## src/rtl/packet_source.sv

```systemverilog
// Synthetic traffic source for one mesh node: LFSR-driven injection into a
// local queue, drained onto the network when backpressure allows.
module packet_source #(
   parameter int unsigned COORD_W    = 2,
   parameter int unsigned NODE_ID    = 0,
   parameter int unsigned FIFO_DEPTH = 8,
   parameter logic [15:0] SEED       = 16'hACE1
) (
   input  logic               clk,
   input  logic               reset_n,
   input  logic               i_enable,
   input  logic [7:0]         i_rate,
   input  logic [31:0]        i_timestamp,
   input  logic               i_net_full,
   output logic               o_pkt_valid,
   output logic [COORD_W-1:0] o_pkt_source_x,
   output logic [COORD_W-1:0] o_pkt_source_y,
   output logic [COORD_W-1:0] o_pkt_dest_x,
   output logic [COORD_W-1:0] o_pkt_dest_y,
   output logic [31:0]        o_pkt_data,
   output logic               o_fifo_error,
   output logic [31:0]        o_gen_count,
   output logic [31:0]        o_sent_count,
   output logic               o_busy
);

   localparam int unsigned NW = 2 * COORD_W;
   localparam int unsigned AW = $clog2(FIFO_DEPTH);
   localparam logic [NW-1:0] NODE    = NW'(NODE_ID);
   localparam logic [AW:0]   DEPTH_C = (AW + 1)'(FIFO_DEPTH);

   typedef enum logic [1:0] {IDLE, RUN, DRAIN} state_t;

   typedef struct packed {
      logic [NW-1:0] dest;
      logic [31:0]   data;
   } entry_t;

   state_t        state, next_state;
   logic [15:0]   lfsr, lfsr_next;
   entry_t        mem [FIFO_DEPTH];
   logic [AW-1:0] wr_ptr, rd_ptr;
   logic [AW:0]   count;

   logic          gen, pop, push, overflow, fifo_empty, fifo_full;
   logic [NW-1:0] raw_dest, dest;

   always_comb begin
      fifo_empty = (count == '0);
      fifo_full  = (count == DEPTH_C);
      gen        = (state == RUN) && i_enable && (lfsr[7:0] < i_rate);
      raw_dest   = lfsr[8 +: NW];
      // Never address ourselves: bump to the next node index, wrapping.
      dest       = (raw_dest == NODE) ? NODE + NW'(1) : raw_dest;
      pop        = !fifo_empty && !i_net_full;
      // A pop on a full queue frees the slot the push needs.
      push       = gen && (!fifo_full || pop);
      overflow   = gen && fifo_full && !pop;
      lfsr_next  = {lfsr[0] ^ lfsr[2] ^ lfsr[3] ^ lfsr[5], lfsr[15:1]};
   end

   always_comb begin
      next_state = state;
      case (state)
         IDLE:  if (i_enable) next_state = RUN;
         RUN:   if (!i_enable) next_state = fifo_empty ? IDLE : DRAIN;
         DRAIN: begin
            if (i_enable)        next_state = RUN;
            else if (fifo_empty) next_state = IDLE;
         end
         default: next_state = IDLE;
      endcase
   end

   always_ff @(posedge clk) begin
      if (push) mem[wr_ptr] <= '{dest: dest, data: i_timestamp};
   end

   always_ff @(posedge clk) begin
      if (!reset_n) begin
         state          <= IDLE;
         lfsr           <= SEED;
         wr_ptr         <= '0;
         rd_ptr         <= '0;
         count          <= '0;
         o_pkt_valid    <= 1'b0;
         o_pkt_source_x <= '0;
         o_pkt_source_y <= '0;
         o_pkt_dest_x   <= '0;
         o_pkt_dest_y   <= '0;
         o_pkt_data     <= '0;
         o_fifo_error   <= 1'b0;
         o_gen_count    <= '0;
         o_sent_count   <= '0;
      end else begin
         state <= next_state;
         if (state == RUN) lfsr <= lfsr_next;
         if (push) wr_ptr <= wr_ptr + AW'(1);
         if (pop)  rd_ptr <= rd_ptr + AW'(1);
         if (push && !pop)      count <= count + (AW + 1)'(1);
         else if (pop && !push) count <= count - (AW + 1)'(1);
         o_pkt_valid <= pop;
         if (pop) begin
            o_pkt_source_x                <= NODE[NW-1:COORD_W];
            o_pkt_source_y                <= NODE[COORD_W-1:0];
            {o_pkt_dest_x, o_pkt_dest_y}  <= mem[rd_ptr].dest;
            o_pkt_data                    <= mem[rd_ptr].data;
            o_sent_count                  <= o_sent_count + 32'd1;
         end
         if (gen)      o_gen_count  <= o_gen_count + 32'd1;
         if (overflow) o_fifo_error <= 1'b1;
      end
   end

   assign o_busy = (state != IDLE);

endmodule

```

## config.mk

```make
export PLATFORM = sky130hd
export DESIGN_NAME = packet_source
export DESIGN_NICKNAME = d
export VERILOG_FILES = /design/src/rtl/packet_source.sv
export SDC_FILE = /design/constraint.sdc
export NUM_CORES = 1
export LEC_CHECK = 0
export CORE_MARGIN = 1.5
export CORE_UTILIZATION = 57
export CTS_CLUSTER_SIZE = 24
export DETAILED_ROUTE_END_ITERATION = 10
export PLACE_DENSITY = 0.91
export SLEW_MARGIN = 5
export SYNTH_ARGS = -nofsm -noshare
export SYNTH_HDL_FRONTEND = slang
export SYNTH_SLANG_ARGS = --single-unit
```

## constraint.sdc

```tcl
create_clock -name clk -period 9.3 [get_ports clk]
set_input_delay 1.395 -clock clk [delete_from_list [all_inputs] [get_ports clk]]
set_output_delay 1.395 -clock clk [all_outputs]
set_load 0.01 [all_outputs]
```

* After elaboration in Yosys (flattened, before gate mapping)
Memories as Yosys holds them, arrays and structs flattened. A register that Yosys moved wholly into a read port is not among the register bits.
Cells that the tools add are included.
** Word-level totals
- Flip-flop bits (word level) :: 94
- RAM bits :: 288
- Input port bits :: 44
- Output and inout bits :: 107
- Word-level logic and storage cells :: 58
- Memories :: 1
** Operators by class
- Add/sub/neg operators :: 6
- $lt $le $gt $ge :: 1
- Eq/ne operators :: 6
- Muxes and demuxes :: 11
- Bitwise operators :: 3
- Reduce and logical (&&, ||, !) cells :: 21
** Memory list
- mem :: depth 8, width 36, read ports 1, clocked after Yosys merged registers in 1, write ports 1, line 41 : entry_t mem [FIFO_DEPTH];
** Operator list (count)
- adder 32 x 1 -> 32 bit, second input constant :: 2
- two-way mux 4 bit :: 3
- two-way mux 2 bit :: 5
- logical AND 1 bit :: 8
- zero test 4 bit :: 2
- < comparator 8 bit :: 1
- adder 3 x 1 -> 3 bit, second input constant :: 2
- zero test 1 bit :: 6
- case mux 2 bit (3 select lines) :: 1
- adder 4 x 1 -> 4 bit, second input constant :: 1
- == test 4 bit, second input constant :: 1
- != test 2 bit, second input constant :: 2
- nonzero test 2 bit :: 2
- subtractor 4 x 1 -> 4 bit, second input constant :: 1
- != test 3 bit, second input constant :: 1
- AND reduction 3 bit :: 1
- bitwise XOR 1 bit :: 3
- == test 2 x 1 -> 1 bit, second input constant :: 1
- == test 2 bit, second input constant :: 1
- zero test 2 bit :: 1
- two-way mux 1 bit :: 2
- logical OR 1 bit :: 1

* Depth between registers and ports, before layout
- Word-level depth :: 9
- Gate-level depth with buffers :: 15
- Depth with buffers taken out :: 15

* Least setup slack after synthesis
No wires, ideal clock.
- Path kind :: input to register
- Start point :: input i_rate[2]
- End point :: memory mem[2][0] in the netlist's numbering (enable)
- Library setup time :: 0.532 ns
- Arrival time :: 6.518 ns
- Required time :: 8.768 ns
- Path slack :: 2.250 ns
- Stages on the path :: 7
- Buffers on the path :: 0
- Path through :: inv_1 -> ha_1 -> a211oi_1 -> o21ai_0 -> a21oi_1 -> nand2_1 -> nor4b_1
** Between the ends
- Word-level cells in the longest chain between the ends :: 5
** Ends and longest elaborated chain
- start: declaration :: line 12 : input logic [7:0] i_rate,
- < comparator 8 bit :: line 51 : gen = (state == RUN) && i_enable && (lfsr[7:0] < i_rate);
- logical AND 1 bit :: line 51
- logical AND 1 bit :: line 57 : push = gen && (!fifo_full || pop);
- two-way mux 1 bit :: line 76 : if (push) mem[wr_ptr] <= '{dest: dest, data: i_timestamp};
- two-way mux 1 bit (not written as such) :: line 76
- end: declaration :: line 41
No other way between the ends.

* Final worst setup path
- Start point :: input i_rate[5]
- End point :: register count[3]
** Between the ends
- Word-level cells in the longest chain between the ends :: 6
- Elaborated cells on any way between the ends :: 8
- Those cells by class :: 1 x order compare; 1 x mux; 6 x reduce/logical
** Ends and longest elaborated chain
- < comparator 8 bit * :: line 51
- logical AND 1 bit * :: line 51
- logical AND 1 bit * :: line 57
- named net push :: line 45 : logic gen, pop, push, overflow, fifo_empty, fifo_full;
- zero test 1 bit :: line 101 : else if (pop && !push) count <= count - (AW + 1)'(1);
- logical AND 1 bit :: line 101
- nonzero test 2 bit (no source line)
- end signal: assignment :: line 100 : if (push && !pop) count <= count + (AW + 1)'(1);
- end signal: assignment :: line 101
- end: declaration :: line 43 : logic [AW:0] count;
The timed path passes the listed nets; every way through them passes the cells marked *.
A chain may end at the register's enable or synchronous reset.

==> summary.txt <==
Worst-Skew Late Latency -> 0.54 ns
First-pass GRT wire length -> 58700 µm
Vias in the first global route -> 10400
Mapped cell area -> 16500 µm²
Max-Slew Margin vs Limit -> 0.265
Initial antenna violation count -> 0
Core area -> 28600 µm²
P_leak -> 6.19 nW
Most used flip-flop cell after synthesis -> edfxtp_1
Initial Util -> 0.577
Vert. Die Dim -> 173 µm
Post-CTS Setup Inserts -> 0
Ys Warns -> 0
Largest net degree at the start of global routing -> 81
Final setup viols -> 0
Worst vdd ir -> 0.000182 V
Period utilization -> 0.511
FILL cells -> 1787
Global-route usage over all layers -> 0.255
Max incr delay on CP -> 0.58 ns
Slew Limit Fails -> 0
Fin crit period -> 4.76 ns
Area Growth Syn to Fin -> 18.9%
CTS clk-pin slew, worst paths -> 0.06 ns
Avg Vias per Cell -> 6.21
Port Buffers -> 146
DRC -> 0
CTS buffer count -> 41
Hpwl dp -> 20900 µm
Critical path peak fanout -> 7
Clk buf depth -> 3
Post-CTS Resized -> 0
Cell count after synthesis -> 1091
Critical Path End Type -> flip-flop
First-pass DRT Iterations -> 5
F_max -> 210 MHz
Setup Skew -> 0.0198 ns
CTS H-tree depth -> 2
Post-synth top area share -> 0.524
CTS Hold Bufs -> 0
Routed len/inst -> 22.6 µm
CP Launch Type -> primary input
Clk sinks -> 418
Setup CP Type -> in -> reg
Inst Count DP -> 1576
Mean Syn Cell Area -> 15.1 µm²
CP Data Arrival Time -> 5.21 ns
Pwr dens -> 226 nW/µm²
CP Cell Sequence -> clkdlybuf4s50_1, inv_1, ha_1, a21oi_1, o2111ai_1, a21oi_1, nand2_1, inv_1, ha_1, inv_1, ha_1, a21o_1, a21oi_1, xnor2_1, or3_1, a21oi_1
Ports -> 151
Vias -> 10300
Post-route ant nets -> 0
Run status -> complete, no violations
Clk root buf -> clkbuf_16
EDFF count, synth -> 288
Async SR Flop Fraction -> 0
Die area -> 30000 µm²
Routed WL -> 37400 µm
Die W -> 173 µm
Antenna diodes -> 0
Routability Congestion -> 0.841
TritonCTS clock tree -> built
Flops & latches, synth -> 418
WP data required -> 9.76 ns
Dominant cell type by area after synthesis -> edfxtp_1
Share of layout cells above drive strength 1 -> 0.130
Post-layout util -> 0.686
Final hold viol count -> 0
Post-Route Setup TNS -> 0 ns
Max cap viols -> 0
FF-to-FF setup slack -> 5.44 ns
Seq/Total Area, Yosys -> 0.681
DRT iter0 DRCs -> 1049
RSZ-0062 raised after global routing -> false
Max stage delay cell, worst path -> a21oi_1
Site row count -> 62
Hold Path Class -> reg -> reg
Worst slew pin tran -> 1.10 ns
Top post-synthesis cells by area -> edfxtp_1 52%, dfxtp_1 16%, mux4_2 9.8%
Most used cell, CP -> a21oi_1
Nets@finish -> 1294
Finished Layout Cells -> 1652
Gr ovfl total -> 0
Synth cell types -> 58
-- final cells by class --
type,count,area [µm²],share of cell area
flip-flops and latches,418,11300,0.573
multi-input cells,597,4990,0.254
repair buffers,159,1560,0.0794
clock buffers,54,1140,0.0580
well taps,384,480,0.0245
clock inverters,22,136,0.00695
inverters,18,70.1,0.00357
-- placed cells by master, fill, tap and decap left out, drive strengths merged, types with 7 or more instances in the layout --
cell and n:
xor2 15, and3 9, buf 13, clkdlybuf4s50 146, nor4 11, o21ai 25
a211oi 38, inv 20, mux4 72, and2 8, nand4 18, dfxtp 130
nor3 14, and4 9, xnor2 26, clkinv 17, clkbuf 54, a21oi 48
o31ai 7, ha 14, or4 8, mux2i 38, nor2 76, nand2 70
or3 17, edfxtp 288, nand3 30
-- state kept, by name (all words and copies together) (netlist names) --
name and cells:
count 4, lfsr 16, mem 288, o_fifo_error 1, o_gen_count 32, o_pkt_data 32
o_pkt_dest_x 2, o_pkt_dest_y 2, o_pkt_valid 1, o_sent_count 32, rd_ptr 3, state 2
wr_ptr 3
-- cells by family after synthesis --
group	count (synthesis)	synth area share
DFF	418	0.681
and+or+nand+nor	291	0.0895
other	1	0.000227
buffers and inverters	79	0.0206
muxes	110	0.121
xor gates and xnor gates	41	0.0217
AOI/OAI and AO/OA	136	0.0537
adders and majority gates	15	0.0118
-- synthesized netlist by cell type (all sizes together) (25+ instances only) --
| cell type | n |
|---|---|
| mux4 | 72 |
| o21ai | 25 |
| edfxtp | 288 |
| a21oi | 48 |
| mux2i | 38 |
| dfxtp | 130 |
| nand3 | 30 |
| a211oi | 38 |
| clkbuf | 35 |
| nand2 | 70 |
| xnor2 | 26 |
| buf | 26 |
| nor2 | 76 |
-- critical path, delay by kind of cell --
kind            cells  cell delay, ns
xor+xnor            1            0.10
buf+inv             4            0.72
simple gates        2            0.66
fa+ha+maj           3            0.75
compound gates      6            1.57
-- final timing paths --
kind                  start       end  cells past startpoint
setup reg to reg   state[0]  count[3]                     13
setup / recovery  i_rate[5]  count[3]                     16
hold / removal     lfsr[13]  lfsr[12]                      2
hold reg to reg    lfsr[13]  lfsr[12]                      2
-- report_power, final --
group	internal (mW)	switching [mW]	total, mW	leakage, nW
combinational	0.355	0.333	0.688	1.92
sequential	2.07	0.0989	2.16	3.65
clock	0.893	0.683	1.58	0.623
total	3.31	1.12	4.43	6.19
-- routing by layer --
layer | track usage | up-vias | share of wire
met3 | 0.0401 | 84 | 0.072
met1 | 0.325 | 5135 | 0.38
met5 | 0 | - | 0
met2 | 0.444 | 534 | 0.52
li1 | - | 4503 | -
met4 | 0.0931 | 0 | 0.029
-- metrics by stage --
step                instance area, µm²  total power, mW  setup slack (ns)  hold WS (ns)
floorplan                        16500             2.61              2.25         0.432
global placement                 18400             2.84              4.27         0.445
detailed placement               18400             2.87              4.10         0.452
CTS                              19600             4.45              4.57         0.464
global route                     19600             4.59              4.29         0.485
finish                           19600             4.43              4.54         0.464
No activity file was read; power rests on OpenSTA's default activity.
==> patch 1, RTL diff (same flow settings) <==
Compare `count` against `DEPTH_C` with >= in place of ==.
--- a/src/rtl/packet_source.sv
+++ b/src/rtl/packet_source.sv
@@ -49,3 +49,3 @@
       fifo_empty = (count == '0);
-      fifo_full  = (count == DEPTH_C);
+      fifo_full  = (count >= DEPTH_C);
       gen        = (state == RUN) && i_enable && (lfsr[7:0] < i_rate);
Formal check against the unedited RTL: no difference found for any inputs over 4 cycles, from zero or initial values and one cycle with reset_n low; that may be too few to reach the edited logic, so the function may still have changed.
==> patch 1 against the unedited design <==
Combinational power down 3.8%. Cell area down 0.36%. Routed wire length down 3.3%. Sequential cell count unchanged. Area after synthesis down 0.61%. Total power down 0.81%. Setup slack worse by 0.30 ns. Worst hold slack worse by 0.0048 ns. Largest power group unchanged.
==> patch 1: results (changes against the unedited design) <==
status=finished, final reports clean; FF-to-FF setup slack=4.67 ns (-0.77 ns); CP max stage delay=0.61 ns (+0.03 ns); Hold Crit Start=lfsr[14]; worst-margin pin slew=1.219 ns (+0.1164 ns); CP Max Fanout=29 (+22); routed vias=9978 (-2.7%); WL per Instance=22.11 um (-2.3%); post-DR vias/cell=6.103 (-1.7%); first-pass GRT wire length=56580 um (-3.7%); gr usage total=24.23% (-1.2 points); RR Startpoint=state[0]; Worst Skew=0.01761 ns (-0.002145 ns); R2R depth=8 (-5); routability cong.=0.8799 (+4.6%); ranking of synthesized cells by area=edfxtp_1 (53%), dfxtp_1 (16%), mux4_2 (9.9%), mux2i_1 (2.4%), nor2_1 (2.1%); Hold Path Sink=lfsr[14]; layout cells sized above 1=13.84% (+0.83 points); Fill cells=1777 (-0.56%); critical path's slowest cell=nor3b_2; post-DP HPWL=20410 um (-2.5%); CP arrival=5.22 ns (about the same); placed insts=1560 (-1.0%); Nets=1284 (-0.77%); maximum vdd ir drop=0.1956 mV (+7.2%); sequential fraction of the synthesis area=68.54% (+0.42 points); Crit Reg-Reg Endpoint=mem[5][25]; Post-synth top cells=edfxtp_1 (288), dfxtp_1 (130), nor2_1 (90), mux4_2 (72), nand2_1 (69); HP Class=reg2reg
patch 1: cell count changes in the layout (fill, tap and decap cells not counted), sizes merged, moves of 4 or more:
cell	before	now
and2	8	3
and4	9	3
nor4	11	6
a21oi	48	42
o21ai	25	15
xor2	15	20
inv	20	30
nand3	30	25
o31ai	7	11
nor2	76	90
patch 1: report_power, final:
| part | leakage, nW | switching, mW | internal [mW] |
|---|---|---|---|
| logic | 1.91 | 0.329 | 0.333 |
| registers | 3.65 | 0.0751 | 2.06 |
| clock network | 0.631 | 0.683 | 0.908 |
patch 1: logic make-up after synthesis:
kind of cell | count (synthesis) | synth area share [%]
compound gates | 128 | 5.160
xor+xnor | 43 | 2.294
fa+ha+maj | 15 | 1.189
buf+inv | 87 | 2.165
flops | 418 | 68.54
mux | 112 | 12.32
other cells | 1 | 0.02285
simple gates | 274 | 8.309
patch 1: final cells by class:
| type | count | area [sq um] | area share (%) |
|---|---|---|---|
| flip-flops and latches | 418 | 11260 | 57.55 |
| multi-input cells | 576 | 4873 | 24.91 |
| repair buffers | 160 | 1567 | 8.007 |
| clock buffers | 53 | 1121 | 5.730 |
| well taps | 378 | 473.0 | 2.417 |
| clock inverters | 22 | 162.7 | 0.8314 |
| inverters | 28 | 107.6 | 0.5500 |
patch 1: worst max path at each step:
| stage | startpoint | endpoint | slack [ns] |
|---|---|---|---|
| after global routing | i_rate[2] | mem[5][25] | 3.97 |
| after detailed placement | i_rate[2] | mem[5][25] | 3.76 |
| after floorplan | i_rate[2] | mem[1][0] | 2.24 |
| after CTS | i_rate[2] | mem[5][25] | 4.26 |
| final | i_rate[2] | mem[5][25] | 4.25 |
| after global placement | i_rate[2] | mem[5][25] | 3.93 |
patch 1: worst max-delay path, delay by kind of cell:
family | cells | cell delay [ns]
buf+inv | 4 | 1.29
fa+ha+maj | 1 | 0.29
simple gates | 3 | 1.15
compound gates | 3 | 1.07
patch 1: metal layers:
metal	track usage (%)	wire length (um)	vias up
met1	32.23	14260	4975
li1	-	-	4431
met4	8.406	1070	0
met3	4.200	2756	87
met2	40.68	18050	485
met5	0	0	-
patch 1: per-stage QoR:
stage | setup slack [ns] | area [sq um] | hold WS, ns
2_1_floorplan | 2.242 | 16430 | 0.4321
3_3_place_gp | 3.925 | 18280 | 0.4453
3_5_place_dp | 3.764 | 18280 | 0.4527
4_1_cts | 4.264 | 19560 | 0.4614
5_1_grt | 3.966 | 19560 | 0.4760
6_report | 4.248 | 19560 | 0.4594
==> patch 2, RTL diff (config.mk and constraints unchanged) <==
Without the edit above. The parameter `FIFO_DEPTH` goes from 8 to 4.
--- a/src/rtl/packet_source.sv
+++ b/src/rtl/packet_source.sv
@@ -5,3 +5,3 @@
    parameter int unsigned NODE_ID    = 0,
-   parameter int unsigned FIFO_DEPTH = 8,
+   parameter int unsigned FIFO_DEPTH = 4,
    parameter logic [15:0] SEED       = 16'hACE1
Formal check against the unedited RTL: not equivalent (Yosys sat finds a counterexample within 10 cycles, from zero or initial values and one cycle with reset_n low).
==> patch 2 against the unedited design <==
Global-route usage is 1.7 points lower. Die area is 34% lower. Routed wire length is 38% lower. Total power is 35% lower. Sequential cell count is 147 lower. Sequential share of layout area is 6.1 points lower. Worst hold slack worse by 0.011 ns. Sequential power is 37% lower. Area after synthesis is 35% lower. Setup slack better by 0.15 ns. Cell area is 32% lower. First-iteration DRC count is 58% lower. Non-clock buffer count is 4 lower. Critical endpoint is now count[2]. Highest routed layer unchanged.
==> patch 2: results (changes against the unedited design) <==
vias in the first global route=7261 (-30%); EDFF count, synth=144 (-50%); Reg clk slew, reported paths=0.06 ns (about the same); max FFs per register=144 (-50%); Port Buffers=146 (unchanged); clk buf depth=3 (unchanged); CP Max Fanout=7 (unchanged); Pleak=4.494 nW (-27%); initial antenna violation count=0 (unchanged); Worst Skew=0.02200 ns (+0.002245 ns); layout cells sized above 1=10.40% (-2.6 points); HP Class=reg2reg; CP arrival=5.05 ns (-0.16 ns); sequential fraction of the synthesis area=63.73% (-4.4 points); status=finished, final reports clean; maximum vdd ir drop=0.2174 mV (+19%); first-pass GRT wire length=37230 um (-37%); largest net degree at the start of global routing=69 (-15%); Post-CTS Setup Repair Bufs=0 (unchanged); Post-synth top cells=nand2_1 (148), edfxtp_1 (144), dfxtp_1 (127), a21oi_1 (70), nor2_1 (46); gr usage total=23.74% (-1.7 points); TritonRoute pass-1 iters=5 (unchanged); number of DRC markers in iteration 0=441 (-58%); Nets=1068 (-17%); Async S/R FF share, synth=0% (unchanged); Top reg by flops=mem; H-tree levels=1 (-1); worst-margin pin slew=1.188 ns (+0.08537 ns); routability cong.=0.7919 (-5.8%); Root Buffer=clkbuf_16; worst slack, placed=4.192 ns (+0.09681 ns); synth warn=0 (unchanged); routed wire length=23050 um (-38%); placement-stage cell area=12420 sq um (-32%); Clock Latency Late Sink=0.54 ns (about the same); post-DP HPWL=14500 um (-31%); CTS resizes=0 (unchanged); CTS Buf Count=27 (-34%); number of diodes=0 (unchanged); post-DR vias/cell=5.814 (-6.4%); ranking of synthesized cells by area=edfxtp_1 (40%), dfxtp_1 (24%), mux4_2 (7.5%), nand2_1 (5.2%), a21oi_1 (3.3%); Yosys cell types=49 (-16%)
patch 2: cell count changes in the layout (fill, tap and decap cells not counted), moves of 8 or more:
cell	before	now
a211oi_1	38	3
a21oi_1	48	70
clkbuf_1	10	2
clkbuf_16	44	29
clkinv_1	9	0
edfxtp_1	288	144
mux2i_1	38	9
mux4_2	72	36
nand2_1	70	148
nand4_1	17	28
nor2_1	74	45
nor3_1	12	4
xor2_1	15	25
patch 2: routing by layer:
metal	routed length, um	up-vias	track usage, %
met5	0	-	0
met4	529	0	6.908
met3	1711	46	4.889
met2	11510	300	40.57
met1	9288	3567	30.92
li1	-	3430	-
patch 2: area by class of cell:
class / count / area, sq um
Tap cell: 234 / 292.8
Timing Repair Buffer: 155 / 1529
Clock inverter: 13 / 176.4
Fill cell: 1235 / 5243
Multi-Input combinational cell: 538 / 3670
Clock buffer: 36 / 802.0
Sequential cell: 271 / 6869
Inverter: 16 / 61.31
patch 2: power by group:
group | switching [mW] | internal (mW)
sequential | 0.0472 | 1.31
combinational | 0.186 | 0.181
clock | 0.449 | 0.718
total | 0.683 | 2.21
patch 2: through the flow:
| step | hold slack, ns | cells |
|---|---|---|
| 2_1_floorplan | 0.4321 | 872 |
| 3_3_place_gp | 0.4421 | 1214 |
| 3_5_place_dp | 0.4456 | 1214 |
| 4_1_cts | 0.4548 | 1263 |
| 5_1_grt | 0.4706 | 1263 |
| 6_report | 0.4535 | 1263 |
patch 2: cell families (layout without fill, tap and decap cells):
group	Yosys count	after routing	share of synthesized area (%)
AND/OR/NAND/NOR	321	321	14.21
flip-flops	271	271	63.73
AO/OA/AOI/OAI	109	109	5.841
buffers and inverters	63	220	2.438
multiplexers	45	45	8.360
XOR/XNOR	44	44	3.576
adder cells (fa/ha/maj)	15	15	1.811
other	1	4	0.03480
patch 2: worst max-delay path: stages:
cell and delay [ns]:
clkdlybuf4s50_1 0.46, inv_1 0.04, ha_1 0.30, a21oi_1 0.21, o2111ai_1 0.33, a211oi_1 0.94, ha_1 0.31, inv_1 0.07
fa_1 0.38, xor2_1 0.18, or3_1 0.31, a21oi_1 0.13
patch 2: path summary, 6_finish.rpt:
kind	cells past startpoint	slack, ns	startpoint	to
max reg2reg	10	5.69	lfsr[5]	count[2]
max	12	4.70	i_rate[5]	count[2]
min	2	0.45	o_pkt_data[5]	o_pkt_data[5]
min reg2reg	2	0.45	o_pkt_data[5]	o_pkt_data[5]
